<file path="config.mk">
export PLATFORM = sky130hd
export DESIGN_NAME = ip_io_bus_switch_flat
export DESIGN_NICKNAME = d
export VERILOG_FILES = /design/src/rtl/ip_io_bus_switch_pkg.sv /design/src/rtl/ip_io_bus_switch_if.sv /design/src/rtl/ip_io_addr_match.sv /design/src/rtl/ip_io_bus_switch.sv /design/src/flat_wrapper.sv
export SDC_FILE = /design/constraint.sdc
export NUM_CORES = 1
export LEC_CHECK = 0
export ABC_AREA = 0
export CORE_MARGIN = 3
export CORE_UTILIZATION = 42
export DETAILED_ROUTE_END_ITERATION = 8
export GPL_ROUTABILITY_DRIVEN = 0
export MAX_ROUTING_LAYER = met4
export PLACE_DENSITY = 0.76
export RECOVER_POWER = 25
export SYNTH_ARGS = -nofsm -noshare
export SYNTH_HDL_FRONTEND = slang
export SYNTH_HIERARCHICAL = 1
export SYNTH_SLANG_ARGS = --single-unit
</file>
<file path="constraint.sdc">
create_clock -name clk -period 2.7 [get_ports clk]
set_input_delay 0.405 -clock clk [delete_from_list [all_inputs] [get_ports clk]]
set_output_delay 0.405 -clock clk [all_outputs]
set_load 0.1 [all_outputs]
</file>
<file path="src/rtl/ip_io_bus_switch_pkg.sv">
// Shared types and constants for the I/O bus switch: FSM encoding, bus widths
// and the value returned for reads nobody answers.
package ip_io_bus_switch_pkg;

    localparam int BUS_DATA_W = 8;
    localparam int BUS_ADDR_W = 8;
    localparam int TIMEOUT_W  = 8;
    localparam int PORT_IDX_W = 3;

    localparam logic [BUS_DATA_W-1:0] UNMAPPED_DATA = 8'hFF;

    typedef enum logic [1:0] {
        ST_IDLE    = 2'd0,
        ST_ISSUE   = 2'd1,
        ST_WAIT_RD = 2'd2,
        ST_RESP    = 2'd3
    } state_t;

    function automatic logic [TIMEOUT_W-1:0] sat_inc(input logic [TIMEOUT_W-1:0] value);
        return (value == '1) ? value : value + TIMEOUT_W'(1);
    endfunction

endpackage

</file>
<file path="src/rtl/ip_io_bus_switch_if.sv">
// Upstream Z80 I/O bus plus the shared downstream device bus. The switch uses
// the slave view; the slot/devices side (or a bench) uses the master view.
interface ip_io_bus_switch_if #(
    parameter int NUM_PORTS = 4
);
    import ip_io_bus_switch_pkg::*;

    logic [BUS_ADDR_W-1:0]           bus_address;
    logic                            bus_ioreq;
    logic                            bus_write;
    logic                            bus_valid;
    logic                            bus_ready;
    logic [BUS_DATA_W-1:0]           bus_wdata;
    logic [BUS_DATA_W-1:0]           bus_rdata;
    logic                            bus_rdata_en;

    logic [BUS_ADDR_W-1:0]           dev_address;
    logic                            dev_write;
    logic [BUS_DATA_W-1:0]           dev_wdata;
    logic [NUM_PORTS-1:0]            dev_valid;
    logic [NUM_PORTS-1:0]            dev_ready;
    logic [NUM_PORTS*BUS_DATA_W-1:0] dev_rdata;
    logic [NUM_PORTS-1:0]            dev_rdata_en;

    modport slave (
        input  bus_address, bus_ioreq, bus_write, bus_valid, bus_wdata,
        input  dev_ready, dev_rdata, dev_rdata_en,
        output bus_ready, bus_rdata, bus_rdata_en,
        output dev_address, dev_write, dev_wdata, dev_valid
    );

    modport master (
        output bus_address, bus_ioreq, bus_write, bus_valid, bus_wdata,
        output dev_ready, dev_rdata, dev_rdata_en,
        input  bus_ready, bus_rdata, bus_rdata_en,
        input  dev_address, dev_write, dev_wdata, dev_valid
    );

endinterface

</file>
<file path="src/rtl/ip_io_addr_match.sv">
// Combinational address decoder: reports whether any enabled port claims the
// address and, if several do, the index of the lowest one.
module ip_io_addr_match
    import ip_io_bus_switch_pkg::*;
#(
    parameter int                         NUM_PORTS = 4,
    parameter logic [NUM_PORTS*8-1:0]     PORT_BASE = {8'h98, 8'h88, 8'h10, 8'h00},
    parameter logic [NUM_PORTS*8-1:0]     PORT_MASK = {8'hFC, 8'hFC, 8'hFC, 8'h00},
    parameter logic [NUM_PORTS-1:0]       PORT_EN   = 4'b0111
) (
    input  logic [BUS_ADDR_W-1:0] i_address,
    output logic                  o_hit,
    output logic [PORT_IDX_W-1:0] o_index
);

    // Walk from the highest port down so the lowest matching index is the last write.
    always_comb begin
        o_hit   = 1'b0;
        o_index = '0;
        for (int k = NUM_PORTS - 1; k >= 0; k--) begin
            if (PORT_EN[k] &&
                ((i_address & PORT_MASK[BUS_ADDR_W*k +: BUS_ADDR_W]) ==
                 (PORT_BASE[BUS_ADDR_W*k +: BUS_ADDR_W] & PORT_MASK[BUS_ADDR_W*k +: BUS_ADDR_W]))) begin
                o_hit   = 1'b1;
                o_index = PORT_IDX_W'(k);
            end
        end
    end

endmodule

</file>
<file path="src/rtl/ip_io_bus_switch.sv">
// I/O bus fabric: decodes Z80 I/O addresses onto NUM_PORTS peripherals, one
// transaction at a time, with 0xFF for unmapped reads and a stall timeout.
module ip_io_bus_switch
    import ip_io_bus_switch_pkg::*;
#(
    parameter int                         NUM_PORTS = 4,
    parameter logic [NUM_PORTS*8-1:0]     PORT_BASE = {8'h98, 8'h88, 8'h10, 8'h00},
    parameter logic [NUM_PORTS*8-1:0]     PORT_MASK = {8'hFC, 8'hFC, 8'hFC, 8'h00},
    parameter logic [NUM_PORTS-1:0]       PORT_EN   = 4'b0111,
    parameter int                         TIMEOUT   = 255
) (
    input  logic                 clk,
    input  logic                 reset_n,
    ip_io_bus_switch_if.slave    io_bus,
    output logic [TIMEOUT_W-1:0] timeout_count
);

    localparam logic [TIMEOUT_W-1:0] TIMEOUT_L = TIMEOUT_W'(TIMEOUT);

    state_t                  r_state;
    logic [BUS_ADDR_W-1:0]   r_addr;
    logic                    r_write;
    logic [BUS_DATA_W-1:0]   r_wdata;
    logic [PORT_IDX_W-1:0]   r_port;
    logic [NUM_PORTS-1:0]    r_dev_valid;
    logic                    r_ready;
    logic [BUS_DATA_W-1:0]   r_rdata;
    logic                    r_rdata_en;
    logic [TIMEOUT_W-1:0]    r_timer;
    logic [TIMEOUT_W-1:0]    r_timeout_count;

    logic                    w_hit;
    logic                    w_mapped;
    logic [PORT_IDX_W-1:0]   w_index;
    logic [NUM_PORTS-1:0]    w_onehot;
    logic                    w_sel_ready;
    logic                    w_sel_strobe;
    logic [BUS_DATA_W-1:0]   w_sel_rdata;
    logic                    w_expired;

    ip_io_addr_match #(
        .NUM_PORTS (NUM_PORTS),
        .PORT_BASE (PORT_BASE),
        .PORT_MASK (PORT_MASK),
        .PORT_EN   (PORT_EN)
    ) u_addr_match (
        .i_address (io_bus.bus_address),
        .o_hit     (w_hit),
        .o_index   (w_index)
    );

    // Memory cycles never reach a peripheral, whatever the address decodes to.
    assign w_mapped  = w_hit & io_bus.bus_ioreq;
    assign w_expired = (r_timer == TIMEOUT_L);

    always_comb begin
        w_onehot     = '0;
        w_sel_ready  = 1'b0;
        w_sel_strobe = 1'b0;
        w_sel_rdata  = '0;
        for (int k = 0; k < NUM_PORTS; k++) begin
            w_onehot[k] = (w_index == PORT_IDX_W'(k));
            if (r_port == PORT_IDX_W'(k)) begin
                w_sel_ready  = io_bus.dev_ready[k];
                w_sel_strobe = io_bus.dev_rdata_en[k];
                w_sel_rdata  = io_bus.dev_rdata[BUS_DATA_W*k +: BUS_DATA_W];
            end
        end
    end

    // Device responses are tested before the timeout so a same-cycle reply is never aborted.
    always_ff @(posedge clk) begin
        if (!reset_n) begin
            r_state         <= ST_IDLE;
            r_addr          <= '0;
            r_write         <= 1'b0;
            r_wdata         <= '0;
            r_port          <= '0;
            r_dev_valid     <= '0;
            r_ready         <= 1'b1;
            r_rdata         <= UNMAPPED_DATA;
            r_rdata_en      <= 1'b0;
            r_timer         <= '0;
            r_timeout_count <= '0;
        end else begin
            r_rdata_en <= 1'b0;
            case (r_state)
                ST_IDLE: begin
                    if (io_bus.bus_valid) begin
                        r_addr  <= io_bus.bus_address;
                        r_write <= io_bus.bus_write;
                        r_wdata <= io_bus.bus_wdata;
                        r_port  <= w_index;
                        r_timer <= '0;
                        if (w_mapped) begin
                            r_state     <= ST_ISSUE;
                            r_dev_valid <= w_onehot;
                            r_ready     <= 1'b0;
                        end else if (!io_bus.bus_write) begin
                            r_state    <= ST_RESP;
                            r_rdata    <= UNMAPPED_DATA;
                            r_rdata_en <= 1'b1;
                            r_ready    <= 1'b0;
                        end
                    end
                end
                ST_ISSUE: begin
                    r_timer <= r_timer + TIMEOUT_W'(1);
                    if (w_sel_ready) begin
                        r_dev_valid <= '0;
                        if (r_write) begin
                            r_state <= ST_IDLE;
                            r_ready <= 1'b1;
                        end else if (w_sel_strobe) begin
                            r_state    <= ST_RESP;
                            r_rdata    <= w_sel_rdata;
                            r_rdata_en <= 1'b1;
                        end else begin
                            r_state <= ST_WAIT_RD;
                        end
                    end else if (w_expired) begin
                        r_dev_valid     <= '0;
                        r_timeout_count <= sat_inc(r_timeout_count);
                        if (r_write) begin
                            r_state <= ST_IDLE;
                            r_ready <= 1'b1;
                        end else begin
                            r_state    <= ST_RESP;
                            r_rdata    <= UNMAPPED_DATA;
                            r_rdata_en <= 1'b1;
                        end
                    end
                end
                ST_WAIT_RD: begin
                    r_timer <= r_timer + TIMEOUT_W'(1);
                    if (w_sel_strobe) begin
                        r_state    <= ST_RESP;
                        r_rdata    <= w_sel_rdata;
                        r_rdata_en <= 1'b1;
                    end else if (w_expired) begin
                        r_state         <= ST_RESP;
                        r_rdata         <= UNMAPPED_DATA;
                        r_rdata_en      <= 1'b1;
                        r_timeout_count <= sat_inc(r_timeout_count);
                    end
                end
                ST_RESP: begin
                    r_state <= ST_IDLE;
                    r_ready <= 1'b1;
                end
                default: begin
                    r_state     <= ST_IDLE;
                    r_ready     <= 1'b1;
                    r_dev_valid <= '0;
                end
            endcase
        end
    end

    assign io_bus.bus_ready    = r_ready;
    assign io_bus.bus_rdata    = r_rdata;
    assign io_bus.bus_rdata_en = r_rdata_en;
    assign io_bus.dev_address  = r_addr;
    assign io_bus.dev_write    = r_write;
    assign io_bus.dev_wdata    = r_wdata;
    assign io_bus.dev_valid    = r_dev_valid;
    assign timeout_count       = r_timeout_count;

endmodule

</file>
<file path="src/flat_wrapper.sv">
// flat-port wrapper written by rule: the top's interface ports become plain ports
module ip_io_bus_switch_flat import ip_io_bus_switch_pkg::*;
#(
    parameter int                         NUM_PORTS = 4,
    parameter logic [NUM_PORTS*8-1:0]     PORT_BASE = {8'h98, 8'h88, 8'h10, 8'h00},
    parameter logic [NUM_PORTS*8-1:0]     PORT_MASK = {8'hFC, 8'hFC, 8'hFC, 8'h00},
    parameter logic [NUM_PORTS-1:0]       PORT_EN   = 4'b0111,
    parameter int                         TIMEOUT   = 255
)
  (clk, reset_n, timeout_count, io_bus_bus_address, io_bus_bus_ioreq, io_bus_bus_write, io_bus_bus_valid, io_bus_bus_wdata, io_bus_dev_ready, io_bus_dev_rdata, io_bus_dev_rdata_en, io_bus_bus_ready, io_bus_bus_rdata, io_bus_bus_rdata_en, io_bus_dev_address, io_bus_dev_write, io_bus_dev_wdata, io_bus_dev_valid);
  ip_io_bus_switch_if #(.NUM_PORTS(NUM_PORTS)) io_bus_i ();
  input  logic clk;
  input  logic reset_n;
  output logic [TIMEOUT_W-1:0] timeout_count;
  input wire logic [$bits(io_bus_i.bus_address)-1:0] io_bus_bus_address;
  input wire logic [$bits(io_bus_i.bus_ioreq)-1:0] io_bus_bus_ioreq;
  input wire logic [$bits(io_bus_i.bus_write)-1:0] io_bus_bus_write;
  input wire logic [$bits(io_bus_i.bus_valid)-1:0] io_bus_bus_valid;
  input wire logic [$bits(io_bus_i.bus_wdata)-1:0] io_bus_bus_wdata;
  input wire logic [$bits(io_bus_i.dev_ready)-1:0] io_bus_dev_ready;
  input wire logic [$bits(io_bus_i.dev_rdata)-1:0] io_bus_dev_rdata;
  input wire logic [$bits(io_bus_i.dev_rdata_en)-1:0] io_bus_dev_rdata_en;
  output wire logic [$bits(io_bus_i.bus_ready)-1:0] io_bus_bus_ready;
  output wire logic [$bits(io_bus_i.bus_rdata)-1:0] io_bus_bus_rdata;
  output wire logic [$bits(io_bus_i.bus_rdata_en)-1:0] io_bus_bus_rdata_en;
  output wire logic [$bits(io_bus_i.dev_address)-1:0] io_bus_dev_address;
  output wire logic [$bits(io_bus_i.dev_write)-1:0] io_bus_dev_write;
  output wire logic [$bits(io_bus_i.dev_wdata)-1:0] io_bus_dev_wdata;
  output wire logic [$bits(io_bus_i.dev_valid)-1:0] io_bus_dev_valid;
  assign io_bus_i.bus_address = io_bus_bus_address;
  assign io_bus_i.bus_ioreq = io_bus_bus_ioreq;
  assign io_bus_i.bus_write = io_bus_bus_write;
  assign io_bus_i.bus_valid = io_bus_bus_valid;
  assign io_bus_i.bus_wdata = io_bus_bus_wdata;
  assign io_bus_i.dev_ready = io_bus_dev_ready;
  assign io_bus_i.dev_rdata = io_bus_dev_rdata;
  assign io_bus_i.dev_rdata_en = io_bus_dev_rdata_en;
  assign io_bus_bus_ready = io_bus_i.bus_ready;
  assign io_bus_bus_rdata = io_bus_i.bus_rdata;
  assign io_bus_bus_rdata_en = io_bus_i.bus_rdata_en;
  assign io_bus_dev_address = io_bus_i.dev_address;
  assign io_bus_dev_write = io_bus_i.dev_write;
  assign io_bus_dev_wdata = io_bus_i.dev_wdata;
  assign io_bus_dev_valid = io_bus_i.dev_valid;
  ip_io_bus_switch #(.NUM_PORTS(NUM_PORTS), .PORT_BASE(PORT_BASE), .PORT_MASK(PORT_MASK), .PORT_EN(PORT_EN), .TIMEOUT(TIMEOUT)) u_core (.clk(clk), .reset_n(reset_n), .io_bus(io_bus_i), .timeout_count(timeout_count));
endmodule
</file>
==> run summary, run 1 <==
run status: complete, no violations
worst IR drop on VDD: 0.6229 mV
number of buffers inserted by post-CTS setup repair: 0
number of library cell types mapped by synthesis: 45
post-synthesis instance total: 323
category of the most critical setup path: in2reg
routed via count: 2,645
share of the synthesized area in the top cell type: 38.47%
CP required: 2.94 ns
share of synthesized area occupied by flip-flops and latches: 38.47%
share of layout cells above drive strength 1: 11.14%
first-pass GRT wire length: 12.03 mm
total clock buffers created by CTS: 5
clock slew seen by the registers of the worst setup and hold paths: 0.09 ns
final net count: 488
buffer depth of the longest clock path: 2
Pre-antenna DRT Iters: 4
signal arrival time at the worst endpoint: 2.64 ns
height of the chip: 86.27 um
number of non-filler instances in the completed layout: 497
TritonCTS sink count: 52
synth warn: 6
mean instance size in the synthesized netlist: 8.379 um2
Bufs and invs on worst path: 1
final number of setup-violating endpoints: 0
antenna cell count: 0
most used flip-flop cell after synthesis: sky130_fd_sc_hd__dfxtp_1
headroom to the max-slew limit: 19.94%
total global-route track usage: 20.60%
skew final: 0.008141 ns
startpoint of the worst register-to-register path: u_core/r_port[0]
library cell occupying the most area in the post-synthesis netlist: sky130_fd_sc_hd__dfxtp_1
most common library cell in the layout ignoring fill and taps: sky130_fd_sc_hd__nand2_1
Setup Total Neg Slack: 0 ns
Synth area leaders: sky130_fd_sc_hd__dfxtp_1 (38%), sky130_fd_sc_hd__nand2_1 (11%), sky130_fd_sc_hd__mux4_2 (8.3%), sky130_fd_sc_hd__a21oi_1 (6.5%), sky130_fd_sc_hd__mux2i_1 (4.4%)
number of I/O pins: 100
final slew viol count: 0
RSZ-0062 raised after global routing: no
largest fanout on the critical path: 5
commonest cells after routing, fill and taps aside: sky130_fd_sc_hd__nand2_1 (76), sky130_fd_sc_hd__clkdlybuf4s50_1 (60), sky130_fd_sc_hd__dfxtp_1 (52), sky130_fd_sc_hd__a21oi_1 (35)
maximum operating frequency: 418.0 MHz
post-synthesis instance area: 2706 um2
area added between synthesis and finish: 35.88%
crit share post-route: 88.62%
maximum number of pins on one net before global-route repair: 34
pre-CTS setup slack: 0.001272 ns
CTS HTree Levels: 2
final period demand of the worst path: 2.393 ns
peak per-stage delay on the critical path: 0.53 ns
drt first-iter violations: 150
count of flip-flops with a built-in enable after synthesis: 0
flip-flop and latch count after synthesis: 52
pwr/cell area: 848.6 nW/um2
Critical Path Source: io_bus_dev_rdata_en[3]
cells resized by post-CTS repair: 0
Leakage: 1.438 nW
detailed placement HPWL: 5.542 mm
Hold/Removal Path Class: reg2reg
number of max-cap violations: 0
remaining routing DRC violations: 0
hold wc startpoint: u_core/io_bus.dev_wdata[0]
Remaining Overflow, GRT: 0
number of antenna violations at the first check in global routing: 0
Largest delay share family, worst path: simple AND/OR/NAND/NOR gates
flop2flop setup slack: 0.36 ns
number of cell rows: 28
CTS tree: yes
# placed instances: 489
setup ws final: 0.3074 ns
clock insertion delay at the later pin of the skew report: 0.30 ns
CP Capture Type: flip-flop
slew at the pin closest to its max-slew limit: 1.206 ns
core area: 6096 um2
element type at the critical path start: input pin
highest-delay cell along the critical path: sky130_fd_sc_hd__or4_1
Post-CTS Hold Buffers: 0
number of hold violations in the final report: 0
final antenna-violating net count: 0
detail-routed net length per standard cell: 14.61 um
Die Area: 7443 um2
total length of routed wires: 7.261 mm
width of the die: 86.27 um
PortBufs: 99
vias in the first global route: 2,586
share of synthesized registers carrying an async set or reset: 0%
starting density of the core: 44.40%
CTS root buffer: sky130_fd_sc_hd__clkbuf_8
vias per std cell: 5.322
cell chain of the critical path: clkdlybuf4s50_1 > mux4_2 > and2_1 > a2111o_1 > or4_1 > a21oi_1
## sequential cells by signal (all words and copies together) (netlist names)
signal / cells
u_core/timeout_count: 8
u_core/io_bus.dev_valid: 4
u_core/io_bus.bus_rdata_en: 1
u_core/io_bus.bus_ready: 1
u_core/r_port: 3
u_core/r_timer: 8
u_core/io_bus.dev_wdata: 8
u_core/io_bus.dev_address: 8
u_core/io_bus.dev_write: 1
u_core/io_bus.bus_rdata: 8
u_core/r_state: 2
## area by class of cell
type | instances | area [um2]
Fill cell | 568 | 2419
Multi-Input combinational cell | 244 | 1533
Sequential cell | 52 | 1041
Timing Repair Buffer | 110 | 893.4
Tap cell | 75 | 93.84
Clock buffer | 6 | 72.57
Inverter | 8 | 30.03
Clock inverter | 2 | 13.76
## per-stage QoR
step / instance area (um2) / hold slack (ns) / total power, W / util [%]
floorplan: 2714 / 0.4363 / 0.002309 / -
global route: 3677 / 0.4816 / 0.003311 / 60.32
CTS: 3760 / 0.4607 / 0.003180 / 61.68
global placement: 3674 / 0.4425 / 0.002700 / 60.26
finish: 3677 / 0.4568 / 0.003121 / 60.32
detailed placement: 3674 / 0.4468 / 0.002736 / 60.26
## metal layers
metal | up-vias | routed length (um) | GRT usage, %
met5 | - | 0 | -
met3 | 9 | 333 | 3.232
met1 | 1234 | 3184 | 24.64
met2 | 76 | 3632 | 35.67
met4 | 0 | 110 | 6.374
li1 | 1326 | - | -
## report_power, final
group	switching (W)	leakage (nW)	internal, W	total (W)
clock network	0.000261	0.0456	0.000185	0.000446
registers	0.0000717	0.424	0.000883	0.000955
logic	0.00122	0.969	0.000504	0.00172
total	0.00155	1.44	0.00157	0.00312
## tightest hold or removal path, stage by stage, from the launching register on
cell and delay, ns:
sky130_fd_sc_hd__dfxtp_1 0.32, sky130_fd_sc_hd__nand2_1 0.05, sky130_fd_sc_hd__a21oi_1 0.05
## synthesized netlist by cell type, types with 3 or more instances
cell type                   n
sky130_fd_sc_hd__nand2_1   76
sky130_fd_sc_hd__dfxtp_1   52
sky130_fd_sc_hd__a21oi_1   35
sky130_fd_sc_hd__nor2_1    28
sky130_fd_sc_hd__clkbuf_1  13
sky130_fd_sc_hd__mux2i_1   12
sky130_fd_sc_hd__mux4_2    10
sky130_fd_sc_hd__a221oi_1   8
sky130_fd_sc_hd__inv_1      7
sky130_fd_sc_hd__ha_1       6
sky130_fd_sc_hd__o21ai_0    6
sky130_fd_sc_hd__nand3_1    5
sky130_fd_sc_hd__nand4_1    5
sky130_fd_sc_hd__xor2_1     5
sky130_fd_sc_hd__and3_1     4
sky130_fd_sc_hd__buf_4      4
sky130_fd_sc_hd__a21boi_0   3
sky130_fd_sc_hd__and2_1     3
sky130_fd_sc_hd__nor3_1     3
sky130_fd_sc_hd__o31ai_1    3
sky130_fd_sc_hd__or3_1      3
sky130_fd_sc_hd__or4_1      3
sky130_fd_sc_hd__xnor2_1    3
## final timing paths
path                           endpoint  cells after the start
max             u_core/timeout_count[5]                      6
min          u_core/io_bus.dev_wdata[0]                      2
max reg2reg     u_core/timeout_count[5]                      5
min reg2reg  u_core/io_bus.dev_wdata[0]                      2
## kinds of logic (layout without fill, tap and decap cells)
logic type,count (synthesis),after routing,synth area share [%]
AND/OR/NAND/NOR,137,137,22.05
other,2,4,0.2775
multiplexers,22,22,12.76
adder cells (fa/ha/maj),6,6,2.774
flip-flops,52,52,38.47
AO/OA/AOI/OAI,67,67,15.90
XOR/XNOR,8,8,2.589
buffers and inverters,29,126,5.178
No activity file was read; power rests on OpenSTA's default activity.
==> run 2: changes to the inputs <==
Settings changed: CORE_UTILIZATION 42 to 45, PLACE_DENSITY 0.76 to 0.81.
==> run summary, run 2 (synthesis gave the netlist of run 1 again) <==
startpoint of the worst register-to-register path: u_core/r_port[0]
signal arrival time at the worst endpoint: 2.68 ns (+0.04 ns)
drt first-iter violations: 161 (+7.3%)
number of buffers inserted by post-CTS setup repair: 0 (unchanged)
commonest cells after routing, fill and taps aside: sky130_fd_sc_hd__nand2_1 (76), sky130_fd_sc_hd__clkdlybuf4s50_1 (60), sky130_fd_sc_hd__dfxtp_1 (52), sky130_fd_sc_hd__a21oi_1 (35)
Setup Total Neg Slack: 0 ns (unchanged)
total length of routed wires: 7.517 mm (+3.5%)
slew at the pin closest to its max-slew limit: 1.207 ns (+0.0005978 ns)
detailed placement HPWL: 5.602 mm (+1.1%)
crit share post-route: 90.30% (+1.7 points)
cells resized by post-CTS repair: 0 (unchanged)
worst IR drop on VDD: 0.5878 mV (-5.6%)
maximum number of pins on one net before global-route repair: 34 (unchanged)
PortBufs: 99 (unchanged)
RSZ-0062 raised after global routing: no
number of max-cap violations: 0 (unchanged)
Layout fillers: 503 (-11%)
share of layout cells above drive strength 1: 11.37% (+0.24 points)
clock slew seen by the registers of the worst setup and hold paths: 0.10 ns (about the same)
CP required: 2.94 ns (about the same)
highest-delay cell along the critical path: sky130_fd_sc_hd__or4_1
largest fanout on the critical path: 5 (unchanged)
detail-routed net length per standard cell: 15.22 um (+4.2%)
Seq pwr share: 29.4% (-1.2 points)
switching power as a share of total power: 47.94% (-1.7 points)
CP Capture Type: flip-flop
CTS tree: yes
starting density of the core: 47.69% (+3.3 points)
remaining routing DRC violations: 0 (unchanged)
number of hold violations in the final report: 0 (unchanged)
category of the most critical setup path: in2reg
area added between synthesis and finish: 37.03%
total global-route track usage: 21.85% (+1.3 points)
number of I/O pins: 100 (unchanged)
clock insertion delay at the later pin of the skew report: 0.31 ns (about the same)
flop2flop setup slack: 0.30 ns (-0.06 ns)
total area of sequential cells: 1041 um2 (unchanged)
Hold/Removal Path Class: reg2reg
final slew viol count: 0 (unchanged)
cell-internal power: 0.001688 W (+7.3%)
Leakage: 1.454 nW (+1.2%)
switching power: 0.001554 W (+0.37%)
Remaining Overflow, GRT: 0 (unchanged)
antenna cell count: 0 (unchanged)
skew final: 0.008727 ns (+0.0005857 ns)
CTS root buffer: sky130_fd_sc_hd__clkbuf_8
element type at the critical path start: input pin
width of the die: 83.55 um (-3.2%)
TritonCTS sink count: 52 (unchanged)
clock group share of total power: 17.4% (+3.1 points)
Pre-antenna DRT Iters: 4 (unchanged)
multi-input logic area: 1533 um2 (unchanged)
most common library cell in the layout ignoring fill and taps: sky130_fd_sc_hd__nand2_1
maximum operating frequency: 410.2 MHz (-1.9%)
peak per-stage delay on the critical path: 0.53 ns (about the same)
run status: complete, no violations
final number of setup-violating endpoints: 0 (unchanged)
fraction of power consumed by combinational cells: 53.2% (-1.9 points)
pre-CTS setup slack: -0.07033 ns (-0.07161 ns)
height of the chip: 83.55 um (-3.2%)
vias in the first global route: 2,710 (+4.8%)
headroom to the max-slew limit: 19.90% (-0.040 points)
pwr/cell area: 874.2 nW/um2 (+3.0%)
Post-CTS Hold Buffers: 0 (unchanged)
Critical Path Source: io_bus_dev_rdata_en[3]
total clock buffers created by CTS: 5 (unchanged)
CTS HTree Levels: 2 (unchanged)
final net count: 488 (unchanged)
final antenna-violating net count: 0 (unchanged)
vias per std cell: 5.490 (+3.2%)
core area: 5675 um2 (-6.9%)
number of cell rows: 27 (-3.6%)
hold wc startpoint: u_core/io_bus.dev_wdata[1]
setup ws final: 0.2620 ns (-0.04540 ns)
cell chain of the critical path: clkdlybuf4s50_1 > mux4_2 > and2_1 > a2111o_1 > or4_1 > a21oi_1
routed via count: 2,712 (+2.5%)
final period demand of the worst path: 2.438 ns (+0.04540 ns)
Die Area: 6981 um2 (-6.2%)
first-pass GRT wire length: 12.23 mm (+1.7%)
number of antenna violations at the first check in global routing: 0 (unchanged)
buffer depth of the longest clock path: 2 (unchanged)
run 2: cell types whose count changed in the layout (fill, tap and decap cells not counted):
cell / change
sky130_fd_sc_hd__bufinv_16: +1
sky130_fd_sc_hd__clkinv_4: +1
sky130_fd_sc_hd__clkbuf_8: +1
sky130_fd_sc_hd__inv_6: -1
sky130_fd_sc_hd__clkbuf_1: -1
sky130_fd_sc_hd__clkinv_2: -1
run 2: metal layers:
layer  up-vias  GRT usage [%]  routed length, um
met1      1274          24.16               3099
met2       100          38.12               3784
met4         0          10.23                238
met5         -              -                  0
met3        19          3.949                395
li1       1319              -                  -
run 2: final cells by class:
type                       instances  share of cell area [%]
clock buffer                       6                   2.227
tap                               72                   2.429
sequential                        52                   28.07
timing repair buffer             110                   24.09
inverter                           8                  0.8097
clock inverter                     2                   1.046
multi-input combinational        244                   41.33
run 2: critical path, delay by kind of cell:
kind / cells / cell delay [ns]
compound gates: 2 / 0.67
buf+inv: 1 / 0.40
mux: 1 / 0.49
simple gates: 2 / 0.72
run 2: final timing paths:
kind                                                   end  depth (start not counted)
worst min register to register  u_core/io_bus.dev_wdata[1]                          2
worst min-delay path            u_core/io_bus.dev_wdata[1]                          2
worst max-delay path               u_core/timeout_count[7]                          6
worst max register to register     u_core/timeout_count[7]                          5
run 2: through the flow:
step | area (um2) | total power, W | instances | utilization, % | hold WS [ns]
6_report | 3709 | 0.003242 | 494 | 65.34 | 0.4580
4_1_cts | 3791 | 0.003310 | 494 | 66.80 | 0.4605
2_1_floorplan | 2714 | 0.002309 | 325 | - | 0.4363
3_5_place_dp | 3670 | 0.002735 | 486 | 64.66 | 0.4468
5_1_grt | 3709 | 0.003417 | 494 | 65.34 | 0.4815
3_3_place_gp | 3670 | 0.002700 | 486 | 64.66 | 0.4418
run 2: power groups by stage:
stage	clock network [W]	logic [W]	registers, W
global placement	0	0.00173	0.000968
floorplan	0	0.000743	0.00157
CTS	0.000578	0.00178	0.000955
finish	0.000563	0.00173	0.000953
global route	0.000605	0.00184	0.000969
detailed placement	0	0.00176	0.000972
==> run 3: changes to the inputs <==
Settings changed: CTS_CLUSTER_DIAMETER set to 30, GPL_ROUTABILITY_DRIVEN 0 to unset, RECOVER_POWER 25 to 100.
==> run summary, run 3 (synthesis gave the netlist of run 1 again) <==
antenna cell count: 0 (unchanged)
skew final: 0.008363 ns (-0.0003637 ns)
final slew viol count: 0 (unchanged)
area added between synthesis and finish: 33.89%
share of layout cells above drive strength 1: 6.161% (-5.2 points)
drt first-iter violations: 124 (-23%)
Die Area: 6981 um2 (unchanged)
first-pass GRT wire length: 12.23 mm (unchanged)
final number of setup-violating endpoints: 0 (unchanged)
setup ws final: 0.2367 ns (-0.02525 ns)
total length of routed wires: 7.474 mm (-0.57%)
flop2flop setup slack: 0.28 ns (-0.02 ns)
startpoint of the worst register-to-register path: u_core/r_port[0]
vias in the first global route: 2,710 (unchanged)
# placed instances: 486 (unchanged)
width of the die: 83.55 um (unchanged)
TritonCTS sink count: 52 (unchanged)
final net count: 488 (unchanged)
category of the most critical setup path: in2reg
RSZ-0062 raised after global routing: no
detail-routed net length per standard cell: 15.13 um (-0.57%)
maximum number of pins on one net before global-route repair: 34 (unchanged)
cells resized by post-CTS repair: 0 (unchanged)
CTS HTree Levels: 2 (unchanged)
cell area after placement: 3670 um2 (unchanged)
detailed placement HPWL: 5.602 mm (unchanged)
clock slew seen by the registers of the worst setup and hold paths: 0.10 ns (about the same)
vias per std cell: 5.536 (+0.85%)
number of max-cap violations: 0 (unchanged)
clock insertion delay at the later pin of the skew report: 0.31 ns (about the same)
placer congestion estimate: 0.9163
Hold/Removal Path Class: reg2reg
height of the chip: 83.55 um (unchanged)
headroom to the max-slew limit: 19.73% (-0.17 points)
maximum operating frequency: 406.0 MHz (-1.0%)
number of hold violations in the final report: 0 (unchanged)
number of buffers inserted by post-CTS setup repair: 0 (unchanged)
CP Capture Type: flip-flop
largest fanout on the critical path: 8 (+3)
core area: 5675 um2 (unchanged)
total clock buffers created by CTS: 5 (unchanged)
number of antenna violations at the first check in global routing: 0 (unchanged)
number of cell rows: 27 (unchanged)
element type at the critical path start: input pin
signal arrival time at the worst endpoint: 2.71 ns (+0.03 ns)
Setup Total Neg Slack: 0 ns (unchanged)
hold depth: 2 (unchanged)
hold wc startpoint: u_core/io_bus.dev_wdata[1]
crit share post-route: 91.23% (+0.94 points)
Layout fillers: 526 (+4.6%)
Reg2Reg Capture Point: u_core/timeout_count[3]
end point of the most critical hold path: u_core/io_bus.dev_wdata[1]
number of I/O pins: 100 (unchanged)
routed via count: 2,735 (+0.85%)
CP required: 2.95 ns (about the same)
buffer depth of the longest clock path: 2 (unchanged)
remaining routing DRC violations: 0 (unchanged)
CTS root buffer: sky130_fd_sc_hd__clkbuf_8
number of non-filler instances in the completed layout: 494 (unchanged)
Pre-antenna DRT Iters: 5 (+1)
final instance area: 3623 um2 (-2.3%)
worst IR drop on VDD: 0.5733 mV (-2.5%)
commonest cells after routing, fill and taps aside: sky130_fd_sc_hd__nand2_1 (76), sky130_fd_sc_hd__clkdlybuf4s50_1 (60), sky130_fd_sc_hd__dfxtp_1 (52), sky130_fd_sc_hd__clkbuf_1 (43), sky130_fd_sc_hd__a21oi_1 (35)
final period demand of the worst path: 2.463 ns (+0.02525 ns)
total global-route track usage: 21.85% (unchanged)
pre-CTS setup slack: -0.07033 ns (unchanged)
PortBufs: 99 (unchanged)
Leakage: 1.369 nW (-5.9%)
slew at the pin closest to its max-slew limit: 1.209 ns (+0.002509 ns)
Remaining Overflow, GRT: 0 (unchanged)
depth of the most critical reg-to-reg path: 6 (+1)
multi-input logic area: 1526 um2 (-0.41%)
run status: complete, no violations
most common library cell in the layout ignoring fill and taps: sky130_fd_sc_hd__nand2_1
total area of sequential cells: 1041 um2 (unchanged)
starting density of the core: 47.69% (unchanged)
CTS tree: yes
pwr/cell area: 884.6 nW/um2 (+1.2%)
final antenna-violating net count: 0 (unchanged)
Post-CTS Hold Buffers: 0 (unchanged)
worst-case hold slack: 0.4581 ns (+0.0001150 ns)
[run 3: worst max path at each step]
stage                                  from                       to  slack, ns  cells past startpoint
detailed placement   io_bus_dev_rdata_en[3]  u_core/timeout_count[7]      -0.07                      6
global route         io_bus_dev_rdata_en[3]  u_core/timeout_count[3]       0.14                      7
floorplan           u_core/timeout_count[0]  u_core/timeout_count[5]       0.39                      6
CTS                  io_bus_dev_rdata_en[3]  u_core/timeout_count[7]       0.26                      6
finish               io_bus_dev_rdata_en[3]  u_core/timeout_count[3]       0.24                      7
global placement     io_bus_dev_rdata_en[3]  u_core/timeout_count[3]       0.03                      7
[run 3: report_power, final]
part / leakage, nW / switching (W) / internal [W]
clock: 0.0614 / 0.000260 / 0.000303
combinational: 0.884 / 0.00122 / 0.000470
sequential: 0.424 / 0.0000691 / 0.000883
[run 3: routing by layer]
layer / global-route usage, % / vias up / share of wire, % / routed length, um
met5: - / - / 0 / 0
met2: 38.12 / 99 / 50 / 3744
li1: - / 1325 / - / -
met4: 10.23 / 0 / 3.6 / 272
met1: 24.16 / 1286 / 41 / 3072
met3: 3.949 / 25 / 5.1 / 384
[run 3: metrics by stage]
| step | utilization [%] | total power [W] |
|---|---|---|
| after floorplan | - | 0.002309 |
| after global placement | 64.66 | 0.002700 |
| after detailed placement | 64.66 | 0.002735 |
| after CTS | 66.80 | 0.003310 |
| after global routing | 63.84 | 0.003377 |
| final | 63.84 | 0.003205 |
[run 3: worst max-delay path, cell delays in order]
cell	delay (ns)
sky130_fd_sc_hd__clkdlybuf4s50_1	0.40
sky130_fd_sc_hd__mux4_2	0.49
sky130_fd_sc_hd__and2_0	0.20
sky130_fd_sc_hd__a2111o_1	0.49
sky130_fd_sc_hd__clkbuf_1	0.22
sky130_fd_sc_hd__or3_1	0.37
sky130_fd_sc_hd__a21oi_1	0.13
[run 3: area by class of cell]
| class | count | area share (%) |
|---|---|---|
| Multi-Input combinational cell | 244 | 42.13 |
| Sequential cell | 52 | 28.73 |
| Timing Repair Buffer | 110 | 22.48 |
| Tap cell | 72 | 2.486 |
| Clock buffer | 6 | 2.279 |
| Clock inverter | 2 | 1.070 |
| Inverter | 8 | 0.8287 |
